`src/rtl/uart_cmd_pkg.sv`:
```
// Shared definitions for the UART command parser and its command consumer:
// frame marker, parser state encodings and TFT opcode values.
package uart_cmd_pkg;

    localparam logic [7:0] SYNC_BYTE_DEFAULT = 8'hA5;

    localparam logic [2:0] ST_IDLE = 3'd0;
    localparam logic [2:0] ST_OPC  = 3'd1;
    localparam logic [2:0] ST_DHI  = 3'd2;
    localparam logic [2:0] ST_DLO  = 3'd3;
    localparam logic [2:0] ST_CHK  = 3'd4;
    localparam logic [2:0] ST_WAIT = 3'd5;

    typedef enum logic [3:0] {
        OPC_NOP         = 4'h0,
        OPC_BACKLIGHT   = 4'h1,
        OPC_ROW_S       = 4'h2,
        OPC_COL_S       = 4'h3,
        OPC_DIS_PAGE    = 4'h4,
        OPC_PAGE_NO     = 4'h5,
        OPC_ROW_E       = 4'h6,
        OPC_COL_E       = 4'h7,
        OPC_SLEEP       = 4'hB,
        OPC_DISP_MODE   = 4'hC,
        OPC_ADD_PTR_INC = 4'hD,
        OPC_DATA_PTR    = 4'hF
    } tft_opcode_e;

    function automatic logic [7:0] frame_checksum(input logic [3:0] opc,
                                                  input logic [7:0] dhi,
                                                  input logic [7:0] dlo);
        return {4'h0, opc} ^ dhi ^ dlo;
    endfunction

endpackage

```
`src/rtl/sat_cnt8.sv`:
```
// 8-bit event counter that sticks at 255 instead of wrapping; synchronous clear.
module sat_cnt8 (
    input  logic       clk_i,
    input  logic       clr_i,
    input  logic       inc_i,
    output logic [7:0] cnt_o
);

    logic [7:0] cnt_q, cnt_d;

    always_comb begin
        cnt_d = cnt_q;
        if (inc_i && cnt_q != 8'hFF) begin
            cnt_d = cnt_q + 8'd1;
        end
    end

    always_ff @(posedge clk_i) begin
        if (clr_i) begin
            cnt_q <= '0;
        end else begin
            cnt_q <= cnt_d;
        end
    end

    assign cnt_o = cnt_q;

endmodule

```
`src/rtl/uart_cmd_parser.sv`:
```
// Parses SYNC/opcode/data-hi/data-lo/checksum frames from a UART byte stream and
// issues one command strobe per good frame, stalling data commands while FIFO_full.
module uart_cmd_parser
    import uart_cmd_pkg::*;
#(
    parameter logic [7:0]  SYNC_BYTE      = SYNC_BYTE_DEFAULT,
    parameter int unsigned TIMEOUT_CYCLES = 50000,
    parameter logic [3:0]  DATA_OPCODE    = OPC_DATA_PTR
) (
    input  logic        clk,
    input  logic        nrst,
    input  logic [7:0]  rx_data,
    input  logic        rx_valid,
    input  logic        FIFO_full,
    output logic        rx_ready,
    output logic [3:0]  user_opcode,
    output logic [15:0] user_data,
    output logic        user_data_update,
    output logic [7:0]  chk_err_cnt,
    output logic [7:0]  ovr_cnt
);

    logic [2:0]  state_q, state_d;
    logic [3:0]  opc_q, opc_d;
    logic [7:0]  dhi_q, dhi_d;
    logic [7:0]  dlo_q, dlo_d;
    logic [31:0] tmo_q, tmo_d;
    logic [3:0]  uopc_q, uopc_d;
    logic [15:0] udata_q, udata_d;
    logic        upd_q, upd_d;
    logic        err_inc, ovr_inc;

    always_comb begin
        state_d = state_q;
        opc_d   = opc_q;
        dhi_d   = dhi_q;
        dlo_d   = dlo_q;
        tmo_d   = tmo_q;
        uopc_d  = uopc_q;
        udata_d = udata_q;
        upd_d   = 1'b0;
        err_inc = 1'b0;
        ovr_inc = 1'b0;
        case (state_q)
            ST_IDLE: begin
                tmo_d = '0;
                if (rx_valid && rx_data == SYNC_BYTE) begin
                    state_d = ST_OPC;
                end
            end
            ST_OPC, ST_DHI, ST_DLO, ST_CHK: begin
                // An arriving byte always takes priority over an expiring timeout.
                if (rx_valid) begin
                    tmo_d = '0;
                    if (state_q == ST_OPC) begin
                        if (rx_data[7:4] != 4'h0) begin
                            state_d = ST_IDLE;
                            err_inc = 1'b1;
                        end else begin
                            opc_d   = rx_data[3:0];
                            state_d = ST_DHI;
                        end
                    end else if (state_q == ST_DHI) begin
                        dhi_d   = rx_data;
                        state_d = ST_DLO;
                    end else if (state_q == ST_DLO) begin
                        dlo_d   = rx_data;
                        state_d = ST_CHK;
                    end else if (rx_data != frame_checksum(opc_q, dhi_q, dlo_q)) begin
                        state_d = ST_IDLE;
                        err_inc = 1'b1;
                    end else if (opc_q == DATA_OPCODE && FIFO_full) begin
                        state_d = ST_WAIT;
                    end else begin
                        uopc_d  = opc_q;
                        udata_d = {dhi_q, dlo_q};
                        upd_d   = 1'b1;
                        state_d = ST_IDLE;
                    end
                end else if (tmo_q == TIMEOUT_CYCLES - 32'd1) begin
                    tmo_d   = '0;
                    state_d = ST_IDLE;
                    err_inc = 1'b1;
                end else begin
                    tmo_d = tmo_q + 32'd1;
                end
            end
            ST_WAIT: begin
                tmo_d   = '0;
                ovr_inc = rx_valid;
                if (!FIFO_full) begin
                    uopc_d  = opc_q;
                    udata_d = {dhi_q, dlo_q};
                    upd_d   = 1'b1;
                    state_d = ST_IDLE;
                end
            end
            default: begin
                state_d = ST_IDLE;
            end
        endcase
    end

    always_ff @(posedge clk) begin
        if (!nrst) begin
            state_q <= ST_IDLE;
            opc_q   <= '0;
            dhi_q   <= '0;
            dlo_q   <= '0;
            tmo_q   <= '0;
            uopc_q  <= '0;
            udata_q <= '0;
            upd_q   <= 1'b0;
        end else begin
            state_q <= state_d;
            opc_q   <= opc_d;
            dhi_q   <= dhi_d;
            dlo_q   <= dlo_d;
            tmo_q   <= tmo_d;
            uopc_q  <= uopc_d;
            udata_q <= udata_d;
            upd_q   <= upd_d;
        end
    end

    sat_cnt8 u_chk_err_cnt (
        .clk_i (clk),
        .clr_i (~nrst),
        .inc_i (err_inc),
        .cnt_o (chk_err_cnt)
    );

    sat_cnt8 u_ovr_cnt (
        .clk_i (clk),
        .clr_i (~nrst),
        .inc_i (ovr_inc),
        .cnt_o (ovr_cnt)
    );

    assign rx_ready         = (state_q != ST_WAIT);
    assign user_opcode      = uopc_q;
    assign user_data        = udata_q;
    assign user_data_update = upd_q;

endmodule

```
`config.mk`:
```
export PLATFORM = sky130hd
export DESIGN_NAME = uart_cmd_parser
export DESIGN_NICKNAME = d
export VERILOG_FILES = /design/src/rtl/uart_cmd_pkg.sv /design/src/rtl/sat_cnt8.sv /design/src/rtl/uart_cmd_parser.sv
export SDC_FILE = /design/constraint.sdc
export NUM_CORES = 1
export LEC_CHECK = 0
export CAP_MARGIN = 20
export CORE_UTILIZATION = 40
export DETAILED_ROUTE_END_ITERATION = 12
export SLEW_MARGIN = 0
export SYNTH_ARGS = -nofsm -noshare
export SYNTH_HDL_FRONTEND = slang
export SYNTH_HIERARCHICAL = 1
export SYNTH_SLANG_ARGS = --single-unit
```
`constraint.sdc`:
```
create_clock -name clk -period 2.5 [get_ports clk]
set_input_delay 0.75 -clock clk [delete_from_list [all_inputs] [get_ports clk]]
set_output_delay 0.75 -clock clk [all_outputs]
set_load 0.01 [all_outputs]
```
## Yosys cells after proc, flatten, opt, wreduce, memory -nomap -nowiden

Index checks and enable logic that the tools add are counted.

- Bits in registers: 92
- Latch bits: 0
- Memory bits (writable): 0
- Memory bits (read-only): 0
- Input bits: 12
- Output and inout bits: 38
- Word-level logic and storage cells: 101
- Memories kept: 0

- $add $sub $neg: 3
- Multiply operators: 0
- Divide/modulo/power cells: 0
- $lt $le $gt $ge: 0
- Equal/unequal tests: 21
- Shift-type cells: 0
- Mux-type cells: 47
- Bitwise operators: 5
- Reduce and logical (&&, ||, !) cells: 15

Operator list:

| kind | count |
|---|---|
| $mux 16 | 7 |
| $mux 32 | 2 |
| $pmux 32 s2 | 1 |
| $add 32x1->32 const B | 1 |
| $eq 32x16->1 const B | 1 |
| $pmux 16 s2 | 1 |
| $mux 4 | 7 |
| $mux 3 | 9 |
| $add 8x1->8 const B | 2 |
| $mux 1 | 16 |
| $ne 2x2->1 const B | 8 |
| $ne 8x8->1 const B | 2 |
| $pmux 3 s3 | 1 |
| $eq 8x8->1 const B | 1 |
| $ne 8x8->1 | 1 |
| $pmux 4 s2 | 1 |
| $reduce_and 4->1 | 2 |
| $reduce_and 8->1 | 1 |
| $xor 4x8->8 | 1 |
| $xor 8x8->8 | 1 |
| $eq 3x2->1 const B | 2 |
| $eq 3x3->1 const B | 2 |
| $ne 3x3->1 const B | 2 |
| $reduce_and 5->1 | 1 |
| other kinds (12) | 18 |

## Logic depth before layout (Yosys ltp)

- Depth after elaboration: 10
- Gate-level depth with buffers: 9
- Depth with buffers taken out: 9

## Modules after synthesis

Netlist, hierarchy kept.

Modules (own cells, without submodules):

| module | times used | cells an instance | area each (µm²) | sequential area each (µm²) |
|---|---|---|---|---|
| uart_cmd_parser | 1 | 476 | 3888.7 | 1521.5 |
| sat_cnt8 | 2 | 46 | 430.4 | 160.2 |

## Worst setup path after synthesis

Ideal clock, no wire load.

- Path kind: register to register
- Start: register tmo_q[0]
- End: register u_chk_err_cnt.cnt_q[3] (netlist: u_chk_err_cnt/cnt_o[3])
- Setup time: 0.069 ns
- Data arrival time: 2.309 ns
- Required time: 2.431 ns
- Slack: 0.122 ns
- Cell stages (with the launch flop): 9
- Path buffers: 0
- Period minus slack after synthesis: 2.378 ns
- Cells stage by stage: dfxtp_1 > ha_1 > nand3_2 > or4b_4 > nor4_1 > o211a_1 > nand4_1 > or3_2 > o21ai_1

- Longest elaborated chain between the ends: 5

RTL lines:

| element | line | source |
|---|---|---|
| start, declared | uart_cmd_parser.sv:27 | `logic [31:0] tmo_q, tmo_d;` |
| start signal, assigned | uart_cmd_parser.sv:119 | `tmo_q <= tmo_d;` |
| $eq 32x16->1 | uart_cmd_parser.sv:80 | `end else if (tmo_q == TIMEOUT_CYCLES - 32'd1) begin` |
| $mux 1 | uart_cmd_parser.sv:80 |  |
| $mux 1 | uart_cmd_parser.sv:53 | `if (rx_valid) begin` |
| $mux 1 | uart_cmd_parser.sv:44 | `case (state_q)` |
| named net err_inc | uart_cmd_parser.sv:31 | `logic err_inc, ovr_inc;` |
| $logic_and 1x1->1 | sat_cnt8.sv:13 | `if (inc_i && cnt_q != 8'hFF) begin` |
| end signal, assigned | sat_cnt8.sv:22 | `cnt_q <= cnt_d;` |
| end, declared | sat_cnt8.sv:9 | `logic [7:0] cnt_q, cnt_d;` |

The timed path passes the listed nets, and every way through them passes these cells.
A chain may end at the register's enable or synchronous reset.

## Worst setup path after layout

- Start: register state_q[0]
- End: output port rx_ready

- Longest elaborated chain between the ends: 1

RTL lines:

| element | line | source |
|---|---|---|
| start, declared | uart_cmd_parser.sv:23 | `logic [2:0] state_q, state_d;` |
| start signal, assigned | uart_cmd_parser.sv:115 | `state_q <= state_d;` |
| $ne 3x3->1 | uart_cmd_parser.sv:140 | `assign rx_ready = (state_q != ST_WAIT);` |
| end, declared | uart_cmd_parser.sv:15 | `output logic rx_ready,` |

No other way between the ends.

==> impl_metrics.env <==
export IMPL_fin_crit_sh=0.960
export IMPL_p_leak_nw=2.06
export IMPL_synthArstFlopShare=0
export IMPL_tightestPinTransition_ps=838
export IMPL_ys_seq_area_frac=0.388
export IMPL_cp_cell_sequence="nand2_1 > clkdlybuf4s50_1"
export IMPL_cts_sinks=92
export IMPL_seq_power_share=0.514
export IMPL_worstSetupPathType="reg -> out"
export IMPL_synthFlopType="dfxtp_1"
export IMPL_first_global_vias=4222
export IMPL_critPathMaxStageDelay_ps=670
export IMPL_switchingPower_mw=0.643
export IMPL_slew_headroom=0.440
export IMPL_final_setup_tns_ps=0
export IMPL_clock_latency_ps=350
export IMPL_period_needed_ps=2400
export IMPL_fill_cells=1122
export IMPL_cts_tree="done"
export IMPL_worstReg2RegStart="tmo_q[1]"
export IMPL_core_area_mm2=0.0115
export IMPL_drive_gt1_frac=0.163
export IMPL_holdBufCountCts=0
export IMPL_synth_top_family_by_area="simple AND/OR/NAND/NOR gates"
export IMPL_grt_first_pass_wirelength_um=20400
export IMPL_synth_xor_area_share=0.0387
export IMPL_cell_internal_pwr_mw=2.21
export IMPL_crit_required_ps=1750
export IMPL_antenna_cells=0
export IMPL_dp_cells=778
export IMPL_firstDrtPassIters=9
export IMPL_hold_viol=0
export IMPL_cts_reportedPaths_clkPinSlew_ps=70
export IMPL_cp_end_kind="output port"
export IMPL_track_usage=0.204
export IMPL_synthTopCellsByCount="nand2_1 (112), dfxtp_1 (92), a21oi_1 (49)"
export IMPL_netlist_instances=568
export IMPL_cts_root_buffer="clkbuf_16"
export IMPL_grt_max_degree=29
export IMPL_die_x_um=111
export IMPL_num_vias=4484
export IMPL_viasPerCell=5.64
export IMPL_ys_warn_count=6
export IMPL_start_kind="flop"
export IMPL_max_freq_mhz=417
export IMPL_hold_start="user_data[10]"
export IMPL_stdcell_count=795
export IMPL_synth_compound_area_frac=0.198
export IMPL_synthTopCellsByArea="dfxtp_1 (39%), nand2_1 (8.9%), mux2i_1 (5.5%), a21oi_1 (5.2%), a311oi_1 (3.1%)"
export IMPL_cts_buffers=9
export IMPL_synth_top_area_cell="dfxtp_1"
export IMPL_critPathLaunch="state_q[0]"
export IMPL_ff_latch_area_mm2=0.00184
export IMPL_gp_congestion=0.830
export IMPL_switching_share=0.225
export IMPL_synthSimpleGateAreaFrac=0.258
export IMPL_start_util=0.412
export IMPL_htreeDepth=3
export IMPL_synth_adder_area_share=0.00790
export IMPL_comb_power_share=0.036
export IMPL_portBuffers=49
export IMPL_overflow=0
export IMPL_synth_edf_count=0
export IMPL_rsz0062_at_grt="no"
export IMPL_synth_cell_type_count=65
export IMPL_avgSynthCellArea_um2=8.36
export IMPL_antenna_found_initial=0
export IMPL_slowest_stage="dfxtp_1"
export IMPL_hpwl_um=8460
export IMPL_p_clk_frac=0.449
export IMPL_rows=39
export IMPL_maxCapViolCount=0
export IMPL_status="finished, violations left"
export IMPL_drt_wirelength_per_cell_um=15.2
export IMPL_cp_arrival_ps=1650
export IMPL_peakVddDrop_mv=0.304
export IMPL_yosys_cell_count_top_type="nand2_1"
export IMPL_slew_violations=0
export IMPL_violations="DRC"
export IMPL_whs_ps=455
export IMPL_multi_input_area_mm2=0.00275
export IMPL_ys_ff_latch=92
export IMPL_synth_top_area_frac=0.388
export IMPL_ios=50
export IMPL_place_area_mm2=0.00566
export IMPL_critPathMaxFanout=18
export IMPL_synth_fp_nets=583
export IMPL_die_area_mm2=0.0123
export IMPL_final_nets=663
export IMPL_remaining_drc_errors=7
export IMPL_synth_mux_area_frac=0.0611
export IMPL_ant_nets=0
export IMPL_drtIter0Drc=382
export IMPL_holdCritPathClass="reg -> reg"
export IMPL_die_h_um=111
export IMPL_cts_buffer_depth=2
export IMPL_syn2layout_area_growth_pct=26.7
export IMPL_power_density_mw_per_mm2=474
export IMPL_clock_skew_ps=9.67
export IMPL_syn_cell_area_mm2=0.00475
export IMPL_design_area_mm2=0.00602
export IMPL_setup_viol=0
export IMPL_routed_wl_um=12100
-- per-layer routing --
| layer | vias to the layer above | part of all wire | global-route usage | routed length, um |
|---|---|---|---|---|
| li1 | 2226 | - | - | - |
| met1 | 2129 | 0.49 | 0.279 | 5950 |
| met2 | 114 | 0.45 | 0.321 | 5440 |
| met3 | 15 | 0.039 | 0.0323 | 476 |
| met4 | 0 | 0.016 | 0.0813 | 187 |
| met5 | - | 0 | 0 | 0 |
-- placed cells by master (no fill, tap or decap), drive strengths merged, types with 6 or more instances in the layout --
master,n
clkdlybuf4s50,41
xnor2,14
nand2,112
clkbuf,12
nor3,17
xor2,7
a31oi,8
nand4,7
a21oi,49
and3,8
o21ai,21
dfxtp,92
nor4,8
nor2,32
buf,56
a41oi,6
and4,6
a311oi,18
nand3,21
mux2i,26
-- flip-flops by register name (all words and copies together) (netlist names) --
name and cells:
user_data 16, dhi_q 8, opc_q 4, u_chk_err_cnt/cnt_o 8, dlo_q 8, u_ovr_cnt/cnt_o 8, user_data_update 1, tmo_q 32
state_q 3, user_opcode 4
-- what timing repair did --
action / CTS / global route
gates resized for setup: 10 / 11
setup buffers: 0 / 2
pin swaps: 9 / 10
setup endpoints to repair: 7 / 28
-- logic make-up after synthesis --
family,count (synthesis)
and+or+nand+nor,246
AOI/OAI and AO/OA,137
DFF,92
buffers and inverters,41
muxes,28
xor gates and xnor gates,21
adders and majority gates,3
-- path summary, 6_finish.rpt --
check,end,slack [ps],depth (start not counted)
worst min register to register,user_data[10],460,2
worst min-delay path,user_data[10],460,2
worst max register to register,u_chk_err_cnt/cnt_o[3],160,8
worst max-delay path,rx_ready,100,2
-- power by group through the flow --
stage | registers, mW | clock network [mW] | logic, mW
5_1_grt | 1.46 | 1.37 | 0.113
3_3_place_gp | 1.50 | 0 | 0.105
2_1_floorplan | 1.50 | 0 | 0.0452
3_5_place_dp | 1.50 | 0 | 0.106
4_1_cts | 1.47 | 1.30 | 0.105
6_report | 1.47 | 1.28 | 0.104
-- area by class of cell --
type	count	area share
clock buffers	12	0.0410
multi-input cells	435	0.457
well taps	143	0.0297
flip-flops and latches	92	0.306
inverters	5	0.00312
clock inverters	3	0.00395
repair buffers	105	0.159
-- worst max-delay path, delay by kind of cell (launching register included) --
kind / cells / cell delay [ps]
buf+inv: 1 / 510
flops: 1 / 670
simple gates: 1 / 120
-- through the flow --
| step | power (mW) | worst slack [ps] | util |
|---|---|---|---|
| 2_1_floorplan | 1.54 | 122 | - |
| 3_3_place_gp | 1.60 | -438 | 0.491 |
| 3_5_place_dp | 1.60 | -495 | 0.491 |
| 4_1_cts | 2.87 | 0.200 | 0.516 |
| 5_1_grt | 2.95 | 11.6 | 0.522 |
| 6_report | 2.85 | 100 | 0.522 |
No activity file was read; power rests on OpenSTA's default activity.
